$ cat src/rtl/ycc422_pair_sched_if.sv
// Timing bundle between the raw sync stream and the 4:2:2 pairing scheduler.
// YCC422_ERR_CNT_EN adds the err_cnt_out unlock counter to the bundle.
interface ycc422_pair_sched_if #(
   parameter int PIX_W  = 12,
   parameter int LINE_W = 12
);
   logic              hsync_in;
   logic              vsync_in;
   logic              de_in;
   logic              hsync_out;
   logic              vsync_out;
   logic              de_out;
   logic              pair_start_out;
   logic              chroma_sel_out;
   logic              valid_out;
   logic              frame_start_out;
   logic              locked_out;
   logic              odd_line_out;
   logic [PIX_W-1:0]  h_active_out;
   logic [LINE_W-1:0] v_active_out;
`ifdef YCC422_ERR_CNT_EN
   logic [7:0]        err_cnt_out;

   modport slave (
      input  hsync_in, vsync_in, de_in,
      output hsync_out, vsync_out, de_out, pair_start_out, chroma_sel_out,
             valid_out, frame_start_out, locked_out, odd_line_out,
             h_active_out, v_active_out, err_cnt_out
   );

   modport master (
      output hsync_in, vsync_in, de_in,
      input  hsync_out, vsync_out, de_out, pair_start_out, chroma_sel_out,
             valid_out, frame_start_out, locked_out, odd_line_out,
             h_active_out, v_active_out, err_cnt_out
   );
`else
   modport slave (
      input  hsync_in, vsync_in, de_in,
      output hsync_out, vsync_out, de_out, pair_start_out, chroma_sel_out,
             valid_out, frame_start_out, locked_out, odd_line_out,
             h_active_out, v_active_out
   );

   modport master (
      output hsync_in, vsync_in, de_in,
      input  hsync_out, vsync_out, de_out, pair_start_out, chroma_sel_out,
             valid_out, frame_start_out, locked_out, odd_line_out,
             h_active_out, v_active_out
   );
`endif
endinterface

$ cat src/rtl/ycc422_pair_sched.sv
// Pair/chroma strobe generator and format lock for the 4:4:4 -> 4:2:2 path.
// Define YCC422_ERR_CNT_EN to add a saturating count of lock losses (err_cnt_out).
module ycc422_pair_sched #(
   parameter int PIX_W       = 12,
   parameter int LINE_W      = 12,
   parameter int LOCK_FRAMES = 2,
   parameter int VS_POL      = 1
) (
   input  logic                clk,
   input  logic                rst,
   ycc422_pair_sched_if.slave  vif
);

   typedef enum logic [1:0] {
      ST_IDLE,
      ST_MEASURE,
      ST_LOCKED
   } state_t;

   localparam logic [PIX_W-1:0]  PIX_MAX   = '1;
   localparam logic [LINE_W-1:0] LINE_MAX  = '1;
   localparam logic              VS_ACT    = (VS_POL != 0);
   localparam logic [3:0]        LOCK_LAST = 4'(LOCK_FRAMES - 1);

   state_t            state_q, state_d;
   logic              hsync_q, hsync_d;
   logic              vsync_q, vsync_d;
   logic              de_q, de_d;
   logic              pair_start_q, pair_start_d;
   logic              chroma_sel_q, chroma_sel_d;
   logic              valid_q, valid_d;
   logic              frame_start_q, frame_start_d;
   logic              locked_q, locked_d;
   logic              odd_line_q, odd_line_d;
   logic [PIX_W-1:0]  pix_cnt_q, pix_cnt_d;
   logic [PIX_W-1:0]  line_len_q, line_len_d;
   logic [LINE_W-1:0] line_cnt_q, line_cnt_d;
   logic [PIX_W-1:0]  ref_len_q, ref_len_d;
   logic [LINE_W-1:0] ref_cnt_q, ref_cnt_d;
   logic [3:0]        match_q, match_d;
   logic [PIX_W-1:0]  h_active_q, h_active_d;
   logic [LINE_W-1:0] v_active_q, v_active_d;

   logic              de_rise, de_fall, vs_edge;
   logic [PIX_W-1:0]  pix_idx;
   logic [PIX_W-1:0]  eff_len;
   logic [LINE_W-1:0] eff_cnt;
   logic              frame_ok, frame_same;

   // Line/frame measurement; eff_* is the frame pair after this cycle's line is counted.
   always_comb begin
      de_rise = vif.de_in & ~de_q;
      de_fall = ~vif.de_in & de_q;
      vs_edge = (vif.vsync_in == VS_ACT) && (vsync_q != VS_ACT);

      hsync_d = vif.hsync_in;
      vsync_d = vif.vsync_in;
      de_d    = vif.de_in;

      pix_idx   = de_rise ? '0 : pix_cnt_q;
      pix_cnt_d = pix_cnt_q;
      if (vif.de_in) begin
         pix_cnt_d = (pix_idx == PIX_MAX) ? PIX_MAX : pix_idx + PIX_W'(1);
      end

      pair_start_d  = vif.de_in & ~pix_idx[0];
      chroma_sel_d  = vif.de_in & pix_idx[0];
      frame_start_d = vs_edge;

      line_len_d = line_len_q;
      odd_line_d = odd_line_q;
      line_cnt_d = line_cnt_q;
      if (de_fall) begin
         line_len_d = pix_cnt_q;
         odd_line_d = pix_cnt_q[0];
         if (line_cnt_q != LINE_MAX) begin
            line_cnt_d = line_cnt_q + LINE_W'(1);
         end
      end
      eff_len = line_len_d;
      eff_cnt = line_cnt_d;
      if (vs_edge) begin
         line_cnt_d = '0;
      end

      frame_ok   = (eff_cnt != '0) && (eff_len != '0) &&
                   (eff_cnt != LINE_MAX) && (eff_len != PIX_MAX);
      frame_same = (eff_len == ref_len_q) && (eff_cnt == ref_cnt_q);
   end

   // Lock FSM next-state and lock-related outputs.
   always_comb begin
      state_d    = state_q;
      ref_len_d  = ref_len_q;
      ref_cnt_d  = ref_cnt_q;
      match_d    = match_q;
      locked_d   = locked_q;
      h_active_d = h_active_q;
      v_active_d = v_active_q;

      case (state_q)
         ST_IDLE: begin
            if (vs_edge) begin
               ref_len_d = eff_len;
               ref_cnt_d = eff_cnt;
               match_d   = '0;
               state_d   = ST_MEASURE;
            end
         end
         ST_MEASURE: begin
            if (vs_edge) begin
               if (frame_ok && frame_same) begin
                  match_d = match_q + 4'd1;
                  if (match_d >= LOCK_LAST) begin
                     state_d    = ST_LOCKED;
                     locked_d   = 1'b1;
                     h_active_d = ref_len_q;
                     v_active_d = ref_cnt_q;
                  end
               end else begin
                  ref_len_d = eff_len;
                  ref_cnt_d = eff_cnt;
                  match_d   = '0;
               end
            end
         end
         ST_LOCKED: begin
            if ((de_fall && (eff_len != h_active_q)) ||
                (vs_edge && (eff_cnt != v_active_q))) begin
               state_d    = ST_MEASURE;
               locked_d   = 1'b0;
               h_active_d = '0;
               v_active_d = '0;
               match_d    = '0;
               ref_len_d  = eff_len;
               ref_cnt_d  = eff_cnt;
            end
         end
         default: begin
            state_d = ST_IDLE;
         end
      endcase

      valid_d = vif.de_in & locked_d;
   end

   always_ff @(posedge clk or posedge rst) begin
      if (rst) begin
         state_q       <= ST_IDLE;
         hsync_q       <= 1'b0;
         vsync_q       <= 1'b0;
         de_q          <= 1'b0;
         pair_start_q  <= 1'b0;
         chroma_sel_q  <= 1'b0;
         valid_q       <= 1'b0;
         frame_start_q <= 1'b0;
         locked_q      <= 1'b0;
         odd_line_q    <= 1'b0;
         pix_cnt_q     <= '0;
         line_len_q    <= '0;
         line_cnt_q    <= '0;
         ref_len_q     <= '0;
         ref_cnt_q     <= '0;
         match_q       <= '0;
         h_active_q    <= '0;
         v_active_q    <= '0;
      end else begin
         state_q       <= state_d;
         hsync_q       <= hsync_d;
         vsync_q       <= vsync_d;
         de_q          <= de_d;
         pair_start_q  <= pair_start_d;
         chroma_sel_q  <= chroma_sel_d;
         valid_q       <= valid_d;
         frame_start_q <= frame_start_d;
         locked_q      <= locked_d;
         odd_line_q    <= odd_line_d;
         pix_cnt_q     <= pix_cnt_d;
         line_len_q    <= line_len_d;
         line_cnt_q    <= line_cnt_d;
         ref_len_q     <= ref_len_d;
         ref_cnt_q     <= ref_cnt_d;
         match_q       <= match_d;
         h_active_q    <= h_active_d;
         v_active_q    <= v_active_d;
      end
   end

`ifdef YCC422_ERR_CNT_EN
   logic [7:0] err_cnt_q, err_cnt_d;

   always_comb begin
      err_cnt_d = err_cnt_q;
      if ((state_q == ST_LOCKED) && (state_d == ST_MEASURE) && (err_cnt_q != 8'hFF)) begin
         err_cnt_d = err_cnt_q + 8'd1;
      end
   end

   always_ff @(posedge clk or posedge rst) begin
      if (rst) begin
         err_cnt_q <= 8'd0;
      end else begin
         err_cnt_q <= err_cnt_d;
      end
   end

   assign vif.err_cnt_out = err_cnt_q;
`endif

   assign vif.hsync_out       = hsync_q;
   assign vif.vsync_out       = vsync_q;
   assign vif.de_out          = de_q;
   assign vif.pair_start_out  = pair_start_q;
   assign vif.chroma_sel_out  = chroma_sel_q;
   assign vif.valid_out       = valid_q;
   assign vif.frame_start_out = frame_start_q;
   assign vif.locked_out      = locked_q;
   assign vif.odd_line_out    = odd_line_q;
   assign vif.h_active_out    = h_active_q;
   assign vif.v_active_out    = v_active_q;

endmodule

$ cat src/flat_wrapper.sv
// flat-port wrapper written by rule: the top's interface ports become plain ports
module ycc422_pair_sched_flat 
#(
   parameter int PIX_W       = 12,
   parameter int LINE_W      = 12,
   parameter int LOCK_FRAMES = 2,
   parameter int VS_POL      = 1
)
  (clk, rst, vif_hsync_in, vif_vsync_in, vif_de_in, vif_hsync_out, vif_vsync_out, vif_de_out, vif_pair_start_out, vif_chroma_sel_out, vif_valid_out, vif_frame_start_out, vif_locked_out, vif_odd_line_out, vif_h_active_out, vif_v_active_out);
  ycc422_pair_sched_if #(.PIX_W(PIX_W), .LINE_W(LINE_W)) vif_i ();
  input  logic clk;
  input  logic rst;
  input wire logic [$bits(vif_i.hsync_in)-1:0] vif_hsync_in;
  input wire logic [$bits(vif_i.vsync_in)-1:0] vif_vsync_in;
  input wire logic [$bits(vif_i.de_in)-1:0] vif_de_in;
  output wire logic [$bits(vif_i.hsync_out)-1:0] vif_hsync_out;
  output wire logic [$bits(vif_i.vsync_out)-1:0] vif_vsync_out;
  output wire logic [$bits(vif_i.de_out)-1:0] vif_de_out;
  output wire logic [$bits(vif_i.pair_start_out)-1:0] vif_pair_start_out;
  output wire logic [$bits(vif_i.chroma_sel_out)-1:0] vif_chroma_sel_out;
  output wire logic [$bits(vif_i.valid_out)-1:0] vif_valid_out;
  output wire logic [$bits(vif_i.frame_start_out)-1:0] vif_frame_start_out;
  output wire logic [$bits(vif_i.locked_out)-1:0] vif_locked_out;
  output wire logic [$bits(vif_i.odd_line_out)-1:0] vif_odd_line_out;
  output wire logic [$bits(vif_i.h_active_out)-1:0] vif_h_active_out;
  output wire logic [$bits(vif_i.v_active_out)-1:0] vif_v_active_out;
  assign vif_i.hsync_in = vif_hsync_in;
  assign vif_i.vsync_in = vif_vsync_in;
  assign vif_i.de_in = vif_de_in;
  assign vif_hsync_out = vif_i.hsync_out;
  assign vif_vsync_out = vif_i.vsync_out;
  assign vif_de_out = vif_i.de_out;
  assign vif_pair_start_out = vif_i.pair_start_out;
  assign vif_chroma_sel_out = vif_i.chroma_sel_out;
  assign vif_valid_out = vif_i.valid_out;
  assign vif_frame_start_out = vif_i.frame_start_out;
  assign vif_locked_out = vif_i.locked_out;
  assign vif_odd_line_out = vif_i.odd_line_out;
  assign vif_h_active_out = vif_i.h_active_out;
  assign vif_v_active_out = vif_i.v_active_out;
  ycc422_pair_sched #(.PIX_W(PIX_W), .LINE_W(LINE_W), .LOCK_FRAMES(LOCK_FRAMES), .VS_POL(VS_POL)) u_core (.clk(clk), .rst(rst), .vif(vif_i));
endmodule
$ cat config.mk
export PLATFORM = sky130hd
export DESIGN_NAME = ycc422_pair_sched_flat
export DESIGN_NICKNAME = d
export VERILOG_FILES = /design/src/rtl/ycc422_pair_sched_if.sv /design/src/rtl/ycc422_pair_sched.sv /design/src/flat_wrapper.sv
export SDC_FILE = /design/constraint.sdc
export NUM_CORES = 1
export LEC_CHECK = 0
export CAP_MARGIN = 5
export CORE_ASPECT_RATIO = 1.75
export CORE_MARGIN = 2
export CORE_UTILIZATION = 62
export DETAILED_ROUTE_END_ITERATION = 8
export DONT_BUFFER_PORTS = 1
export PLACE_DENSITY_LB_ADDON = 0.15
export SETUP_SLACK_MARGIN = 0.02
export SYNTH_ARGS = -nofsm -noshare
export SYNTH_HDL_FRONTEND = slang
export SYNTH_SLANG_ARGS = --single-unit
$ cat constraint.sdc
create_clock -name clk -period 4.31 [get_ports clk]
set_input_delay 1.293 -clock clk [delete_from_list [all_inputs] [get_ports clk]]
set_output_delay 1.293 -clock clk [all_outputs]
set_load 0.02 [all_outputs]
==> results.ini <==
[place]
portBuffers = 0
place_hpwl_mm = 12.7
gp_congestion = 1.07
dp.cells = 764

[setup_path]
worstPathArrival_ns = 4.41
crit_type = in2reg
r2r-start = u_core.line_cnt_q[9]$_DFF_PP0_
cpMaxStageDelayCell = nor4b_1
critPathMaxFanout = 24
path_delay_family = simple AND/OR/NAND/NOR gates
critPathBufInv = 2
setup.worst_path.end_class = register
cp-start-kind = primary input
rr_worst_depth = 12
cp_slowest_stage_delay_ns = 0.63
reg2reg_slack_ns = 0.25
rr_endpoint = u_core.vif.v_active_out[2]$_DFFE_PP0P_
path_cells = nand2b_4, buf_4, o31a_1, or2_1, nand3b_1, nor4b_1, mux2i_1, a41oi_2, buf_4, nand3b_4, a22o_1
cp_common_cell = buf_4
setup.worst_path.start = vif_de_in
cp.required_ns = 4.60

[synth]
synth_enable_flop_cells = 0
ys_async_sr_fraction_pct = 100
syn_nets = 639
synth_cell_type_count = 85
synth_seq_cells = 99
yosysSeqAreaShare_pct = 40.0
synth_ff_type = dfrtp_1
syn_inst = 626
yosysWarnings = 0
synth_area_um2 = 6190
avgSynthCellArea_um2 = 9.89

[hold_path]
hold_path_end = u_core.vif.v_active_out[0]$_DFFE_PP0P_
hold_depth = 1
hold_class = reg2reg
hold_path_startpoint = u_core.ref_cnt_q[0]$_DFFE_PP0P_

[sta]
rsz0062_at_grt = false
max_freq_mhz = 243
post-route-period-util_pct = 95.6
maxSlewViolCount = 0
hold_violations = 0
setup_viol = 0
tightestPinTransition_ns = 1.10
period_minus_slack_ns = 4.12
holdWs_ns = 0.504
maxSlewHeadroom_pct = 26.1
skew_ns = 0.00926

[outcome]
outcome = completed

[floorplanning]
rows = 48
start_util_pct = 63.2
core_area_um2 = 9790
die_w_um = 79.5
pin_count = 38
dieArea_um2 = 10800
die_y_um = 136

[power_and_ir_drop]
p_switching_mw = 1.36
worst_ir_drop_vdd_v = 0.000442
seqPwrFrac_pct = 39.9
power_mw = 3.50
power_density_nw_per_um2 = 513
combPwrFrac_pct = 36.6
internal_power_mw = 2.14
switching_share_pct = 38.9
p_leak_nw = 3.07
clkPwrFrac_pct = 23.5

[cts]
cts_made_buffers = 9
clkLatencyLatePin_ns = 0.35
clock_sinks = 99
cts.clk_slew.worst_paths_ns = 0.07
htreeDepth = 3
root_buffer = clkbuf_16
clockBufferDepth = 2
cts_tree = built

[global_route]
antenna_found_initial = 0
grt_pass1_wl_mm = 26.9
grt_pass1_vias = 5278
overflow = 0
grt_usage_pct = 32.9
grt_max_degree = 75

[route]
ant_nets = 0
route.detailed.drc = 0
dr.first_iter.drc_count = 502
wirelength_mm = 17.3
post_drt_via_cell_ratio = 6.67
firstDrtPassIters = 5
wl_per_cell_um = 22.2
num_vias = 5211

[finish]
finish.utilization_pct = 69.7
layout.nets = 664
instances_no_fill = 781
diodes = 0
drive_gt1_share_pct = 18.6
area_delta_synth_final_pct = 10.2
nFillCells = 756

[flow_run]
cap_violations = 0

## power by group through the flow
stage / logic (mW) / registers [mW] / clock network, mW
finish: 1.28 / 1.39 / 0.823
detailed placement: 1.24 / 1.40 / 0
CTS: 1.24 / 1.39 / 0.832
floorplan: 0.976 / 1.31 / 0
global route: 1.39 / 1.42 / 0.868
global placement: 1.20 / 1.40 / 0
## per-stage QoR
| stage | worst slack [ns] | cell area, µm² | setup TNS [ns] |
|---|---|---|---|
| 6_report | 0.190 | 6820 | 0 |
| 5_1_grt | 0.0877 | 6820 | 0 |
| 4_1_cts | 0.0190 | 6800 | 0 |
| 3_5_place_dp | -0.336 | 6500 | -8.15 |
| 3_3_place_gp | -0.332 | 6500 | -7.92 |
| 2_1_floorplan | 0.215 | 6190 | 0 |
## cells by family (layout without fill, tap and decap cells)
| family | Yosys count | in the layout | share of synthesized area (%) |
|---|---|---|---|
| muxes | 41 | 41 | 7.84 |
| buffers and inverters | 72 | 101 | 6.31 |
| xor gates and xnor gates | 42 | 42 | 5.94 |
| and+or+nand+nor | 219 | 220 | 20.8 |
| AOI/OAI and AO/OA | 145 | 145 | 17.4 |
| adders and majority gates | 8 | 8 | 1.62 |
| DFF | 99 | 99 | 40.0 |
## synthesized netlist by cell type (13+ instances only)
library cell  count  area share (%)
a22o_1           25             3.5
o21ai_0          13             1.1
buf_2            13             1.1
nand4_1          14             1.4
a21oi_1          30             2.4
xnor2_1          23             3.3
nor2_1           35             2.1
nand2_1          42             2.5
mux2i_1          15             2.4
nor4_1           17             1.7
clkbuf_1         14            0.85
mux2_2           14             2.5
xor2_1           19             2.7
dfrtp_1          99              40
nand3_1          22             1.8
inv_1            30             1.8
## worst register-to-register path, cell delays in order (launching register included)
cell and delay, ns:
dfrtp_1 0.62, nand4_1 0.39, nor3_2 0.24, buf_4 0.16
o31ai_1 0.12, or4_1 0.57, nor4_1 0.47, buf_4 0.20
mux2i_1 0.09, a41oi_2 0.40, buf_4 0.20, nand3b_4 0.34
a22o_1 0.20
## cell type report
cell class / count / area [µm²] / area share (%)
inverters: 32 / 123 / 1.80
repair buffers: 53 / 423 / 6.20
multi-input cells: 456 / 3340 / 49.0
flip-flops and latches: 99 / 2480 / 36.3
clock inverters: 6 / 72.6 / 1.06
well taps: 125 / 156 / 2.29
clock buffers: 10 / 229 / 3.36
## registers in the layout, summed over array words and instances, names as in the netlist, 2 cells and up
register,count
u_core.ref_len_q,12
u_core.line_cnt_q,12
u_core.pix_cnt_q,12
u_core.ref_cnt_q,12
u_core.vif.h_active_out,12
u_core.match_q,4
u_core.vif.v_active_out,12
u_core.line_len_q,12
u_core.state_q,2
## layout by cell type (no fill, tap or decap), types with 5 or more instances in the layout
master	n
a22o_1	25
nand4_1	14
nor4_2	5
xor2_1	19
nand3_1	22
or2_2	5
and3_1	9
nor2_1	35
and4_1	6
dfrtp_1	99
a211oi_1	7
o22ai_1	6
mux2i_1	15
o21ai_0	13
nor4_1	17
a21oi_1	30
inv_1	29
nand2b_1	12
a31oi_1	6
nand2_1	42
xnor2_1	23
and2_1	6
clkbuf_16	9
ha_1	8
nor3_1	9
mux2_2	14
nor2b_1	11
buf_4	51
mux2_4	10
## metal layers
layer | track usage [%] | up-vias | part of all wire, %
met4 | 24.9 | 0 | 7.9
met2 | 55.8 | 231 | 52
met1 | 35.0 | 2532 | 35
met5 | 0 | - | 0
li1 | - | 2367 | -
met3 | 6.77 | 81 | 5.2
## worst max path at each step
stage,endpoint,slack (ns),cells after the start
after floorplan,u_core.ref_cnt_q[10]$_DFFE_PP0P_,0.21,13
final,u_core.vif.v_active_out[2]$_DFFE_PP0P_,0.19,11
after global placement,u_core.vif.h_active_out[0]$_DFFE_PP0P_,-0.33,10
after CTS,u_core.vif.v_active_out[2]$_DFFE_PP0P_,0.02,10
after global routing,u_core.vif.h_active_out[8]$_DFFE_PP0P_,0.09,11
after detailed placement,u_core.vif.v_active_out[10]$_DFFE_PP0P_,-0.34,10
## what timing repair did
item	in CTS	in global routing
setup buffers	0	0
hold buffers	0	0
gates resized for setup	0	1
setup endpoints to repair	1	24
cloned	0	1
No activity file was read; power rests on OpenSTA's default activity.
